$ cat config.mk
export PLATFORM = sky130hd
export DESIGN_NAME = jellyvl_etherneco_packet_tx_flat
export DESIGN_NICKNAME = d
export VERILOG_FILES = /design/src/rtl/jellyvl_etherneco_packet_tx_if.sv /design/src/rtl/jellyvl_etherneco_packet_tx.sv /design/src/flat_wrapper.sv
export SDC_FILE = /design/constraint.sdc
export NUM_CORES = 1
export LEC_CHECK = 0
export BUFFER_PORTS_ARGS = -buffer_cell sky130_fd_sc_hd__buf_2
export CAP_MARGIN = 15
export CORE_MARGIN = 2
export CORE_UTILIZATION = 40
export CTS_CLUSTER_SIZE = 24
export DETAILED_ROUTE_END_ITERATION = 8
export GPL_TIMING_DRIVEN = 1
export PLACE_DENSITY = 0.61
export SYNTH_ARGS = -nofsm -noshare
export SYNTH_HDL_FRONTEND = slang
export SYNTH_SLANG_ARGS = --single-unit
$ cat constraint.sdc
create_clock -name clk -period 4.34 [get_ports clk]
set_input_delay 0.434 -clock clk [delete_from_list [all_inputs] [get_ports clk]]
set_output_delay 0.434 -clock clk [all_outputs]
set_load 0.05 [all_outputs]
$ cat src/rtl/jellyvl_etherneco_packet_tx_if.sv
// Byte-stream valid/ready bundle used for the payload source and the frame output.
// first/last are meaningful on the frame side only.
interface jellyvl_etherneco_packet_tx_if;
  logic       first;
  logic       last;
  logic [7:0] data;
  logic       valid;
  logic       ready;

  modport master (
    output first, last, data, valid,
    input  ready
  );

  modport slave (
    input  first, last, data, valid,
    output ready
  );
endinterface

$ cat src/rtl/jellyvl_etherneco_packet_tx.sv
// Etherneco frame generator: preamble, LENGTH/TYPE/NODE header, streamed
// payload and Ethernet FCS, emitted through a registered output slot.
module jellyvl_etherneco_packet_tx #(
  parameter int GAP_CYCLES = 12
) (
  input  logic        reset,
  input  logic        clk,
  input  logic        tx_start,
  input  logic [15:0] tx_length,
  input  logic [7:0]  tx_type,
  input  logic [7:0]  tx_node,
  output logic        tx_busy,
  jellyvl_etherneco_packet_tx_if.slave  s_payload,
  jellyvl_etherneco_packet_tx_if.master m_tx
);

  typedef enum logic [2:0] {
    IDLE, PRE, LEN, TYP, NOD, PAY, FCS, GAP
  } state_t;

  state_t      state, state_n;
  logic [3:0]  cnt, cnt_n;
  logic [15:0] pos, pos_n;
  logic [15:0] gap, gap_n;
  logic [15:0] len;
  logic [7:0]  typ;
  logic [7:0]  node;
  logic [31:0] crc;
  logic [31:0] fcs;
  logic        slot_free;
  logic        ld, ld_first, ld_last;
  logic [7:0]  ld_data;
  logic        crc_en, crc_upd;

  // Bit-reflected form of POLY 0x04C11DB7, data LSB first (Ethernet order).
  function automatic logic [31:0] crc_byte(
    input logic [31:0] c,
    input logic [7:0]  d
  );
    logic [31:0] r;
    r = c;
    for (int i = 0; i < 8; i++) begin
      r = (r >> 1) ^ ((r[0] ^ d[i]) ? 32'hEDB8_8320 : 32'h0);
    end
    return r;
  endfunction

  assign tx_busy = (state != IDLE);

  always_comb begin
    slot_free       = !m_tx.valid || m_tx.ready;
    fcs             = ~crc;
    state_n         = state;
    cnt_n           = cnt;
    pos_n           = pos;
    gap_n           = gap;
    ld              = 1'b0;
    ld_first        = 1'b0;
    ld_last         = 1'b0;
    ld_data         = 8'h00;
    crc_en          = 1'b0;
    crc_upd         = 1'b1;
    s_payload.ready = 1'b0;
    unique case (state)
      IDLE: begin
        if (tx_start) begin
          ld       = 1'b1;
          ld_first = 1'b1;
          ld_data  = 8'h55;
          cnt_n    = 4'd1;
          state_n  = PRE;
        end
      end
      PRE: begin
        if (slot_free) begin
          ld      = 1'b1;
          ld_data = (cnt == 4'd7) ? 8'hD5 : 8'h55;
          if (cnt == 4'd7) begin
            cnt_n   = 4'd0;
            state_n = LEN;
          end else begin
            cnt_n = cnt + 4'd1;
          end
        end
      end
      LEN: begin
        if (slot_free) begin
          ld      = 1'b1;
          crc_en  = 1'b1;
          crc_upd = (cnt != 4'd0);
          ld_data = (cnt == 4'd0) ? len[7:0] : len[15:8];
          if (cnt == 4'd1) begin
            cnt_n   = 4'd0;
            state_n = TYP;
          end else begin
            cnt_n = cnt + 4'd1;
          end
        end
      end
      TYP: begin
        if (slot_free) begin
          ld      = 1'b1;
          crc_en  = 1'b1;
          ld_data = typ;
          state_n = NOD;
        end
      end
      NOD: begin
        if (slot_free) begin
          ld      = 1'b1;
          crc_en  = 1'b1;
          ld_data = node;
          pos_n   = 16'd0;
          state_n = PAY;
        end
      end
      PAY: begin
        s_payload.ready = slot_free;
        if (slot_free && s_payload.valid) begin
          ld      = 1'b1;
          crc_en  = 1'b1;
          ld_data = s_payload.data;
          if (pos == len) begin
            cnt_n   = 4'd0;
            state_n = FCS;
          end else begin
            pos_n = pos + 16'd1;
          end
        end
      end
      FCS: begin
        if (slot_free) begin
          if (cnt < 4'd4) begin
            ld      = 1'b1;
            ld_data = fcs[{cnt[1:0], 3'b000} +: 8];
            ld_last = (cnt == 4'd3);
            cnt_n   = cnt + 4'd1;
          end else begin
            // cnt==4 with a free slot is the last-byte handshake.
            gap_n   = 16'd0;
            state_n = (GAP_CYCLES == 0) ? IDLE : GAP;
          end
        end
      end
      GAP: begin
        gap_n = gap + 16'd1;
        if (gap == 16'(GAP_CYCLES - 1)) state_n = IDLE;
      end
      default: state_n = IDLE;
    endcase
  end

  always_ff @(posedge clk) begin
    if (reset) begin
      state      <= IDLE;
      cnt        <= 4'd0;
      pos        <= 16'd0;
      gap        <= 16'd0;
      m_tx.valid <= 1'b0;
    end else begin
      state <= state_n;
      cnt   <= cnt_n;
      pos   <= pos_n;
      gap   <= gap_n;
      if (slot_free) m_tx.valid <= ld;
    end
  end

  always_ff @(posedge clk) begin
    if (state == IDLE && tx_start) begin
      len  <= tx_length;
      typ  <= tx_type;
      node <= tx_node;
    end
    if (slot_free && ld) begin
      m_tx.first <= ld_first;
      m_tx.last  <= ld_last;
      m_tx.data  <= ld_data;
    end
    if (crc_en) crc <= crc_byte(crc_upd ? crc : 32'hFFFF_FFFF, ld_data);
  end

endmodule

$ cat src/flat_wrapper.sv
// flat-port wrapper written by rule: the top's interface ports become plain ports
module jellyvl_etherneco_packet_tx_flat 
#(
  parameter int GAP_CYCLES = 12
)
  (reset, clk, tx_start, tx_length, tx_type, tx_node, tx_busy, s_payload_first, s_payload_last, s_payload_data, s_payload_valid, s_payload_ready, m_tx_first, m_tx_last, m_tx_data, m_tx_valid, m_tx_ready);
  jellyvl_etherneco_packet_tx_if s_payload_i ();
  jellyvl_etherneco_packet_tx_if m_tx_i ();
  input  logic reset;
  input  logic clk;
  input  logic tx_start;
  input  logic [15:0] tx_length;
  input  logic [7:0] tx_type;
  input  logic [7:0] tx_node;
  output logic tx_busy;
  input wire logic [$bits(s_payload_i.first)-1:0] s_payload_first;
  input wire logic [$bits(s_payload_i.last)-1:0] s_payload_last;
  input wire logic [$bits(s_payload_i.data)-1:0] s_payload_data;
  input wire logic [$bits(s_payload_i.valid)-1:0] s_payload_valid;
  output wire logic [$bits(s_payload_i.ready)-1:0] s_payload_ready;
  output wire logic [$bits(m_tx_i.first)-1:0] m_tx_first;
  output wire logic [$bits(m_tx_i.last)-1:0] m_tx_last;
  output wire logic [$bits(m_tx_i.data)-1:0] m_tx_data;
  output wire logic [$bits(m_tx_i.valid)-1:0] m_tx_valid;
  input wire logic [$bits(m_tx_i.ready)-1:0] m_tx_ready;
  assign s_payload_i.first = s_payload_first;
  assign s_payload_i.last = s_payload_last;
  assign s_payload_i.data = s_payload_data;
  assign s_payload_i.valid = s_payload_valid;
  assign s_payload_ready = s_payload_i.ready;
  assign m_tx_first = m_tx_i.first;
  assign m_tx_last = m_tx_i.last;
  assign m_tx_data = m_tx_i.data;
  assign m_tx_valid = m_tx_i.valid;
  assign m_tx_i.ready = m_tx_ready;
  jellyvl_etherneco_packet_tx #(.GAP_CYCLES(GAP_CYCLES)) u_core (.reset(reset), .clk(clk), .tx_start(tx_start), .tx_length(tx_length), .tx_type(tx_type), .tx_node(tx_node), .tx_busy(tx_busy), .s_payload(s_payload_i), .m_tx(m_tx_i));
endmodule
==> results of run 1 <==
[cells in the mapped netlist, types with 6 or more instances]
cell type / n
sky130_fd_sc_hd__nor2_1: 84
sky130_fd_sc_hd__edfxtp_1: 74
sky130_fd_sc_hd__xnor2_1: 61
sky130_fd_sc_hd__dfxtp_1: 40
sky130_fd_sc_hd__xor2_1: 32
sky130_fd_sc_hd__a21oi_1: 23
sky130_fd_sc_hd__nand2_1: 21
sky130_fd_sc_hd__o21ai_0: 20
sky130_fd_sc_hd__nand3_1: 16
sky130_fd_sc_hd__clkbuf_1: 15
sky130_fd_sc_hd__nand4_1: 14
sky130_fd_sc_hd__inv_1: 13
sky130_fd_sc_hd__nand2b_1: 11
sky130_fd_sc_hd__or3_1: 11
sky130_fd_sc_hd__mux2i_1: 9
sky130_fd_sc_hd__mux4_2: 8
sky130_fd_sc_hd__nor2b_1: 6
[final timing paths]
| check | slack, ns | from | cells after the start | endpoint |
|---|---|---|---|---|
| max | 0.32 | u_core.cnt[0]$_SDFFE_PP0P_ | 10 | u_core.crc[19]$_DFFE_PP_ |
| min | 0.19 | tx_length[8] | 1 | u_core.len[8]$_DFFE_PP_ |
| max reg2reg | 0.32 | u_core.cnt[0]$_SDFFE_PP0P_ | 10 | u_core.crc[19]$_DFFE_PP_ |
| min reg2reg | 0.50 | u_core.gap[1]$_SDFFE_PP0P_ | 2 | u_core.gap[1]$_SDFFE_PP0P_ |
[metrics by stage]
step	hold slack, ns	worst slack (ns)	cells	instance area, µm²	util
2_1_floorplan	0.4672	0.2906	552	6160	-
5_1_grt	0.1653	0.04512	826	7342	0.4848
6_report	0.1858	0.3204	826	7342	0.4848
3_5_place_dp	0.4916	0.3119	794	6744	0.4453
4_1_cts	0.1650	0.2849	826	7342	0.4848
3_3_place_gp	0.4835	0.3902	794	6744	0.4453
[layout by cell type (no fill, tap or decap), types with 20 or more instances in the layout]
cell type	count
sky130_fd_sc_hd__a21oi_1	23
sky130_fd_sc_hd__buf_2	57
sky130_fd_sc_hd__buf_4	20
sky130_fd_sc_hd__dfxtp_1	40
sky130_fd_sc_hd__edfxtp_1	74
sky130_fd_sc_hd__nand2_1	21
sky130_fd_sc_hd__nor2_1	82
sky130_fd_sc_hd__o21ai_0	20
sky130_fd_sc_hd__xnor2_1	61
sky130_fd_sc_hd__xor2_1	32
[sequential cells by signal, indices dropped and copies added, names as in the netlist]
register,cells
u_core.cnt,4
u_core.crc,32
u_core.gap,16
u_core.len,16
u_core.m_tx.data,8
u_core.m_tx.first,1
u_core.m_tx.last,1
u_core.m_tx.valid,1
u_core.node,8
u_core.pos,16
u_core.state,3
u_core.typ,8
[critical path, stage by stage (launching register included)]
cell and delay, ns:
sky130_fd_sc_hd__dfxtp_1 0.31, sky130_fd_sc_hd__inv_1 0.08, sky130_fd_sc_hd__ha_1 0.14, sky130_fd_sc_hd__nor3b_1 0.85
sky130_fd_sc_hd__mux2i_1 0.28, sky130_fd_sc_hd__nor2_1 0.08, sky130_fd_sc_hd__a2111oi_2 0.60, sky130_fd_sc_hd__mux2i_1 0.46
sky130_fd_sc_hd__xor3_2 0.41, sky130_fd_sc_hd__xnor2_2 0.24, sky130_fd_sc_hd__xnor3_1 0.33
[kinds of logic after synthesis]
kind of cell    count (synthesis)
simple gates                  184
flops                         114
xor+xnor                      108
compound gates                 84
buf+inv                        37
mux                            20
fa+ha+maj                       5
[area by class of cell]
| class | instances | area share |
|---|---|---|
| sequential | 114 | 0.4117 |
| timing repair buffer | 78 | 0.06203 |
| tap | 188 | 0.03204 |
| clock buffer | 20 | 0.06527 |
| inverter | 13 | 0.006646 |
| clock inverter | 12 | 0.01619 |
| multi-input combinational | 401 | 0.4061 |
[routing by layer]
layer	track usage	up-vias	part of all wire
met5	0	-	0
met4	0.05107	0	0.0090
met3	0.05634	10	0.059
li1	-	2126	-
met2	0.2976	128	0.47
met1	0.2487	2171	0.46
==> results.txt, run 1 <==
Total die area -> 16,400 µm²
Hold Violations, Final -> 0
Final GP Congestion -> 0.8481
Post-synthesis instance area -> 6157 µm²
Slew @ Worst Pin -> 1.060 ns
Cells resized by post-CTS repair -> 0
N_diodes -> 0
XOR/XNOR Fraction of Synth Area -> 0.1853
Number of buffers inserted for hold repair after clock tree synthesis -> 0
WS Path Type -> reg2reg
Initial Utilization -> 0.4065
Chip Width -> 128.1 µm
Core Area -> 15,150 µm²
Startpoint Class -> register
Overflow after GRT -> 0
Adder and majority gate portion of the synthesized area -> 0.01016
Area of combinational cells with multiple inputs -> 2982 µm²
Pins over their slew limit -> 0
Main combinational cell family by area after synthesis -> XOR/XNOR gates
EDFF count, synth -> 74
Setup Skew -> 0.01078 ns
Number of vias per cell after detailed routing -> 5.369
Number of rows created at floorplan -> 45
DRC violation count after routing -> 0
Shortest clock period the worst path allows after layout -> 4.020 ns
Vias -> 4,435
Clock net sink count -> 114
CTS Buf Count -> 17
Class of the worst hold path -> in2reg
Worst-skew pair later-pin latency -> 0.42 ns
Number of levels the H-tree was split into -> 4
Total length of routed wires -> 14,300 µm
Complex-gate fraction of the synthesized area -> 0.09368
Kind of capture point of the worst setup path -> register
Total Nets Final -> 677
Final-layout fill cell count -> 1,356
Wire length of the first global-routing pass -> 23,230 µm
Setup repair after global routing missed its margin -> no
Outcome -> completed
DPL Wire Length -> 10,340 µm
Fraction of layout cells with a size suffix above 1 -> 0.2226
TNS Setup -> 0 ns
Number of global-route vias before repair -> 4,437
Share of synthesized cell area in and, or, nand and nor gates -> 0.1441
Buffer type at the clock tree root -> sky130_fd_sc_hd__clkbuf_16
Maximum Capacitance Violations -> 0
Routed length per instance -> 17.31 µm
Register area share after synthesis -> 0.4910
Post-synthesis register bit count -> 114
Achievable frequency -> 0.2488 GHz
FF/Latch Area -> 3023 µm²
Top cell type's share of synthesized area -> 0.3609
Critical path peak fanout -> 6
Leading cell types by total area after synthesis -> sky130_fd_sc_hd__edfxtp_1, sky130_fd_sc_hd__dfxtp_1, sky130_fd_sc_hd__xnor2_1, sky130_fd_sc_hd__nor2_1, sky130_fd_sc_hd__xor2_1
Required time worst endpoint -> 4.50 ns
Setup-violating endpoint count in the final report -> 0
CTS tree -> built
Warning count from the yosys run -> 0
Number of buffers added for setup after CTS -> 0
Clock transition at path regs -> 0.06 ns
Post-synthesis instance total -> 552
Number of nets produced by synthesis -> 604
Worst rel slew slack -> 0.2915
Detail Route Antenna Nets -> 0
Clock Tree Buf Depth -> 2
Worst endpoint data arrival time -> 4.18 ns
GRT Resource Usage Total -> 0.1868
Port Buffers -> 57
DR iter-0 viols -> 344
Length of the first detailed-routing pass in iterations -> 5
Syn Area/Cell -> 11.15 µm²
Maximum number of pins on one net before global-route repair -> 36
Relative area change from synthesis to final layout -> 19.24%
Async set-or-reset flop fraction in the synthesized netlist -> 0
Antenna violations before repair -> 0
Die outline height -> 128.1 µm
Distinct cell type count of the synthesized netlist -> 63
I/O pin cnt -> 60
Proportion of synthesized area in mux cells -> 0.04938
Library cell with the largest summed area after synthesis -> sky130_fd_sc_hd__edfxtp_1
Final cycle utilization of the critical path -> 0.9262
Most used flip-flop cell after synthesis -> sky130_fd_sc_hd__edfxtp_1
Power of run 1 is not shown: default switching activity piles up to over one toggle a cycle in this logic, so the estimate is an artifact.
==> inputs of run 2 (changes only) <==
ABC_CLOCK_PERIOD_IN_PS = 4340   (was default)
CELL_PAD_IN_SITES_DETAIL_PLACEMENT = 0   (was default)
CELL_PAD_IN_SITES_GLOBAL_PLACEMENT = 1   (was default)
PLACE_DENSITY = 0.73   (was 0.61)
==> results.txt, run 2 (synthesis results as in run 1) <==
Outcome -> completed
WS Path Type -> reg2reg
DPL Wire Length -> 10,700 µm (+3.5%)
Core Area -> 15,150 µm² (unchanged)
Relative area change from synthesis to final layout -> 18.55%
Clock Tree Buf Depth -> 2 (unchanged)
Cells resized by post-CTS repair -> 0 (unchanged)
Number of buffers inserted for hold repair after clock tree synthesis -> 0 (unchanged)
Overflow after GRT -> 0 (unchanged)
Register ranked first by flip-flop count -> u_core.crc
Worst rel slew slack -> 0.4144 (+0.1229)
Clock net sink count -> 114 (unchanged)
I/O pin cnt -> 60 (unchanged)
Routed length per instance -> 17.85 µm (+3.1%)
CTS Buf Count -> 17 (unchanged)
Final-layout fill cell count -> 1,391 (+2.6%)
GRT Resource Usage Total -> 0.1914 (+0.004658)
Number of buffers added for setup after CTS -> 0 (unchanged)
Worst endpoint data arrival time -> 3.82 ns (-0.36 ns)
Worst-skew pair later-pin latency -> 0.41 ns (about the same)
Achievable frequency -> 0.2727 GHz (+9.6%)
Initial Utilization -> 0.4065 (unchanged)
Number of global-route vias before repair -> 4,454 (+0.38%)
Vias -> 4,453 (+0.41%)
Detail Route Antenna Nets -> 0 (unchanged)
N_diodes -> 0 (unchanged)
Required time worst endpoint -> 4.49 ns (about the same)
Die outline height -> 128.1 µm (unchanged)
Total length of routed wires -> 14,730 µm (+3.0%)
Setup repair after global routing missed its margin -> no
Wire length of the first global-routing pass -> 23,760 µm (+2.3%)
Fraction of layout cells with a size suffix above 1 -> 0.2166 (-0.005930)
Number of flip-flops in the largest register -> 32 (unchanged)
Maximum Capacitance Violations -> 0 (unchanged)
Highest-count cells in the layout ignoring fill and taps -> sky130_fd_sc_hd__nor2_1, sky130_fd_sc_hd__edfxtp_1, sky130_fd_sc_hd__xnor2_1, sky130_fd_sc_hd__buf_2, sky130_fd_sc_hd__dfxtp_1
Worst slack after detailed placement -> 0.6661 ns (+0.3542 ns)
DR iter-0 viols -> 297 (-14%)
Total Nets Final -> 676 (-0.15%)
Number of rows created at floorplan -> 45 (unchanged)
Chip Width -> 128.1 µm (unchanged)
Area of combinational cells with multiple inputs -> 2982 µm² (unchanged)
Final cycle utilization of the critical path -> 0.8451 (-0.08111)
CTS tree -> built
Final GP Congestion -> 0.7808 (-7.9%)
Shortest clock period the worst path allows after layout -> 3.668 ns (-0.3520 ns)
Startpoint Class -> register
Setup-violating endpoint count in the final report -> 0 (unchanged)
Total die area -> 16,400 µm² (unchanged)
Number of levels the H-tree was split into -> 4 (unchanged)
Class of the worst hold path -> in2reg
TNS Setup -> 0 ns (unchanged)
Antenna violations before repair -> 0 (unchanged)
Most common cell after layout, fill and taps aside -> sky130_fd_sc_hd__nor2_1
Buffer type at the clock tree root -> sky130_fd_sc_hd__clkbuf_16
Pins over their slew limit -> 0 (unchanged)
Hold Violations, Final -> 0 (unchanged)
Kind of capture point of the worst setup path -> register
Length of the first detailed-routing pass in iterations -> 5 (unchanged)
Maximum number of pins on one net before global-route repair -> 33 (-8.3%)
Worst setup slack after layout -> 0.6724 ns (+0.3520 ns)
Setup Skew -> 0.01220 ns (+0.001418 ns)
DRC violation count after routing -> 0 (unchanged)
Number of vias per cell after detailed routing -> 5.398 (+0.53%)
Critical path peak fanout -> 27 (+21)
Port Buffers -> 57 (unchanged)
Slew @ Worst Pin -> 0.8721 ns (-0.1883 ns)
FF/Latch Area -> 3023 µm² (unchanged)
Clock transition at path regs -> 0.06 ns (about the same)
[run 2: cell types whose count changed in the layout (fill, tap and decap cells not counted)]
cell,before,now
sky130_fd_sc_hd__bufinv_16,1,2
sky130_fd_sc_hd__clkinv_1,0,1
sky130_fd_sc_hd__clkinv_2,2,3
sky130_fd_sc_hd__clkinv_4,6,2
sky130_fd_sc_hd__clkinvlp_4,0,2
sky130_fd_sc_hd__clkbuf_1,1,3
sky130_fd_sc_hd__buf_12,1,0
sky130_fd_sc_hd__clkbuf_16,19,17
sky130_fd_sc_hd__clkbuf_8,0,2
sky130_fd_sc_hd__inv_6,3,0
[run 2: worst paths after layout]
path | start | endpoint | slack [ns] | cells past startpoint
max | u_core.state[1]$_SDFFE_PP0P_ | u_core.crc[19]$_DFFE_PP_ | 0.67 | 9
max reg2reg | u_core.state[1]$_SDFFE_PP0P_ | u_core.crc[19]$_DFFE_PP_ | 0.67 | 9
min | tx_type[4] | u_core.typ[4]$_DFFE_PP_ | 0.20 | 1
min reg2reg | u_core.gap[1]$_SDFFE_PP0P_ | u_core.gap[1]$_SDFFE_PP0P_ | 0.51 | 2
[run 2: cell type report]
class | count | area share
clock inverters | 10 | 0.01526
multi-input cells | 401 | 0.4085
inverters | 13 | 0.006685
clock buffers | 22 | 0.06359
well taps | 188 | 0.03222
flip-flops and latches | 114 | 0.4141
repair buffers | 77 | 0.05965
[run 2: critical path, stage by stage (launching register included)]
cell,delay (ns)
sky130_fd_sc_hd__dfxtp_1,0.60
sky130_fd_sc_hd__buf_4,0.34
sky130_fd_sc_hd__nor3b_1,0.30
sky130_fd_sc_hd__and3_1,0.20
sky130_fd_sc_hd__buf_4,0.30
sky130_fd_sc_hd__nor2_1,0.12
sky130_fd_sc_hd__xnor2_2,0.43
sky130_fd_sc_hd__xor3_2,0.53
sky130_fd_sc_hd__xnor2_2,0.23
sky130_fd_sc_hd__xnor3_1,0.35
[run 2: per-layer routing]
metal | vias up | GRT usage | part of all wire
met3 | 20 | 0.03756 | 0.051
li1 | 2120 | - | -
met2 | 107 | 0.3139 | 0.48
met1 | 2206 | 0.2552 | 0.45
met5 | - | 0 | 0
met4 | 0 | 0.06464 | 0.018
[run 2: through the flow]
| stage | hold slack [ns] | instances | area, µm² | util |
|---|---|---|---|---|
| after floorplan | 0.4672 | 552 | 6160 | - |
| after global placement | 0.4832 | 793 | 6724 | 0.4439 |
| after detailed placement | 0.4957 | 793 | 6724 | 0.4439 |
| after CTS | 0.1804 | 825 | 7300 | 0.4820 |
| after global routing | 0.1815 | 825 | 7300 | 0.4820 |
| final | 0.1954 | 825 | 7300 | 0.4820 |
Power of run 2 is left out for the same reason.
==> inputs of run 3 (changes only) <==
ABC_CLOCK_PERIOD_IN_PS = 3400   (was 4340)
PLACE_DENSITY = 0.7   (was 0.73)
clock period = 3.4 ns   (was 4.34 ns; I/O delays follow)
==> results.txt, run 3 (synthesis results as in run 1) <==
Outcome -> completed
Number of vias per cell after detailed routing -> 5.304 (-1.7%)
Chip Width -> 128.1 µm (unchanged)
Delay-heaviest family, CP -> XOR/XNOR gates
GRT Resource Usage Total -> 0.1965 (+0.005051)
Register ranked first by flip-flop count -> u_core.crc
Port Buffers -> 57 (unchanged)
Critical path peak fanout -> 5 (-81%)
Largest stage delay, worst path -> 0.36 ns (-0.24 ns)
Slew @ Worst Pin -> 0.5763 ns (-0.2958 ns)
Final GP Congestion -> 0.8143 (+4.3%)
Kind of capture point of the worst setup path -> register
Most common cell after layout, fill and taps aside -> sky130_fd_sc_hd__nor2_1
Shortest clock period the worst path allows after layout -> 3.276 ns (-0.3918 ns)
Relative area change from synthesis to final layout -> 22.54%
Clock Tree Buf Depth -> 2 (unchanged)
Number of global-route vias before repair -> 4,555 (+2.3%)
Routed length per instance -> 18.16 µm (+1.7%)
N_diodes -> 0 (unchanged)
Total die area -> 16,400 µm² (unchanged)
Buffers and inverters on the worst path -> 2 (unchanged)
DPL Wire Length -> 11,250 µm (+5.2%)
Placed instance area -> 6940 µm² (+3.2%)
Hold Path Origin -> tx_length[9]
Initial Utilization -> 0.4065 (unchanged)
Number of rows created at floorplan -> 45 (unchanged)
Number of levels the H-tree was split into -> 4 (unchanged)
Startpoint Class -> register
Hold Violations, Final -> 0 (unchanged)
Setup-violating endpoint count in the final report -> 0 (unchanged)
Antenna violations before repair -> 0 (unchanged)
DRC violation count after routing -> 0 (unchanged)
Number of flip-flops in the largest register -> 32 (unchanged)
WS Path Type -> reg2reg
Final Instance Area -> 7545 µm² (+3.4%)
Worst rel slew slack -> 0.6149 (+0.2005)
Detail Route Antenna Nets -> 0 (unchanged)
Wire length of the first global-routing pass -> 24,070 µm (+1.3%)
Fraction of layout cells with a size suffix above 1 -> 0.2605 (+0.04390)
CTS Buf Count -> 17 (unchanged)
Vias -> 4,519 (+1.5%)
Maximum Capacitance Violations -> 0 (unchanged)
Start point of the critical path -> u_core.cnt[1]$_SDFFE_PP0P_
Length of the first detailed-routing pass in iterations -> 5 (unchanged)
Setup Skew -> 0.007089 ns (-0.005113 ns)
Highest-count cells in the layout ignoring fill and taps -> sky130_fd_sc_hd__nor2_1, sky130_fd_sc_hd__edfxtp_1, sky130_fd_sc_hd__xnor2_1, sky130_fd_sc_hd__buf_2, sky130_fd_sc_hd__buf_4
TNS Setup -> 0 ns (unchanged)
Total length of routed wires -> 15,480 µm (+5.1%)
Achievable frequency -> 0.3053 GHz (+12%)
FF-to-FF Start -> u_core.cnt[1]$_SDFFE_PP0P_
Maximum number of pins on one net before global-route repair -> 33 (unchanged)
Worst-skew pair later-pin latency -> 0.42 ns (about the same)
Die outline height -> 128.1 µm (unchanged)
Ordered list of cells on the worst path -> inv_1 -> ha_1 -> nor3b_2 -> buf_4 -> mux2_2 -> a31oi_2 -> o221ai_4 -> xnor2_4 -> xor3_2 -> xnor2_2 -> xnor3_1
Worst endpoint data arrival time -> 3.45 ns (-0.37 ns)
Clock net sink count -> 114 (unchanged)
Pins over their slew limit -> 0 (unchanged)
Final Util -> 0.4981 (+0.01619)
Total Nets Final -> 703 (+4.0%)
Number of buffers inserted for hold repair after clock tree synthesis -> 0 (unchanged)
Overflow after GRT -> 0 (unchanged)
CTS tree -> built
DR iter-0 viols -> 283 (-4.7%)
Core Area -> 15,150 µm² (unchanged)
Required time worst endpoint -> 3.57 ns (-0.92 ns)
Cell with the largest stage delay on the worst path -> sky130_fd_sc_hd__mux2_2
Buffer type at the clock tree root -> sky130_fd_sc_hd__clkbuf_16
I/O pin cnt -> 60 (unchanged)
Final cycle utilization of the critical path -> 0.9635 (+0.1184)
Class of the worst hold path -> in2reg
Clock transition at path regs -> 0.06 ns (about the same)
[run 3: repair_timing]
item / CTS / global route
buffers inserted: 0 / 3
resized for setup: 0 / 2
setup endpoints to repair: 0 / 4
[run 3: area by class of cell]
| type | count | area, µm² |
|---|---|---|
| clock buffers | 18 | 429.2 |
| clock inverters | 14 | 132.6 |
| fillers | 1372 | 7601 |
| inverters | 13 | 48.80 |
| multi-input cells | 401 | 3034 |
| flip-flops and latches | 114 | 3023 |
| well taps | 188 | 235.2 |
| repair buffers | 104 | 641.9 |
[run 3: final timing paths]
path | endpoint | slack, ns | depth (start not counted)
max | u_core.crc[19]$_DFFE_PP_ | 0.12 | 11
min | u_core.len[9]$_DFFE_PP_ | 0.09 | 1
max reg2reg | u_core.crc[19]$_DFFE_PP_ | 0.12 | 11
min reg2reg | u_core.gap[0]$_SDFFE_PP0P_ | 0.51 | 1
[run 3: worst register-to-register path, stage by stage (launching register included)]
cell	delay [ns]
sky130_fd_sc_hd__dfxtp_1	0.31
sky130_fd_sc_hd__inv_1	0.09
sky130_fd_sc_hd__ha_1	0.14
sky130_fd_sc_hd__nor3b_2	0.24
sky130_fd_sc_hd__buf_4	0.22
sky130_fd_sc_hd__mux2_2	0.36
sky130_fd_sc_hd__a31oi_2	0.26
sky130_fd_sc_hd__o221ai_4	0.20
sky130_fd_sc_hd__xnor2_4	0.33
sky130_fd_sc_hd__xor3_2	0.35
sky130_fd_sc_hd__xnor2_2	0.20
sky130_fd_sc_hd__xnor3_1	0.31
[run 3: per-stage QoR]
step | hold WS [ns] | std cells | worst slack [ns]
final | 0.08926 | 852 | 0.1242
after global routing | 0.07283 | 852 | -0.01091
after CTS | 0.07695 | 848 | 0.06264
after detailed placement | 0.4963 | 816 | 0.08234
after global placement | 0.4825 | 816 | 0.1200
after floorplan | 0.4389 | 552 | 0.01500
[run 3: routing by layer]
metal / vias up / part of all wire / GRT usage / wire length [µm]
li1: 2181 / - / - / -
met1: 2193 / 0.44 / 0.2489 / 6759
met2: 112 / 0.50 / 0.3300 / 7734
met3: 33 / 0.043 / 0.03923 / 663
met4: 0 / 0.021 / 0.08080 / 319
met5: - / 0 / 0 / 0
Power of run 3 is left out for the same reason.
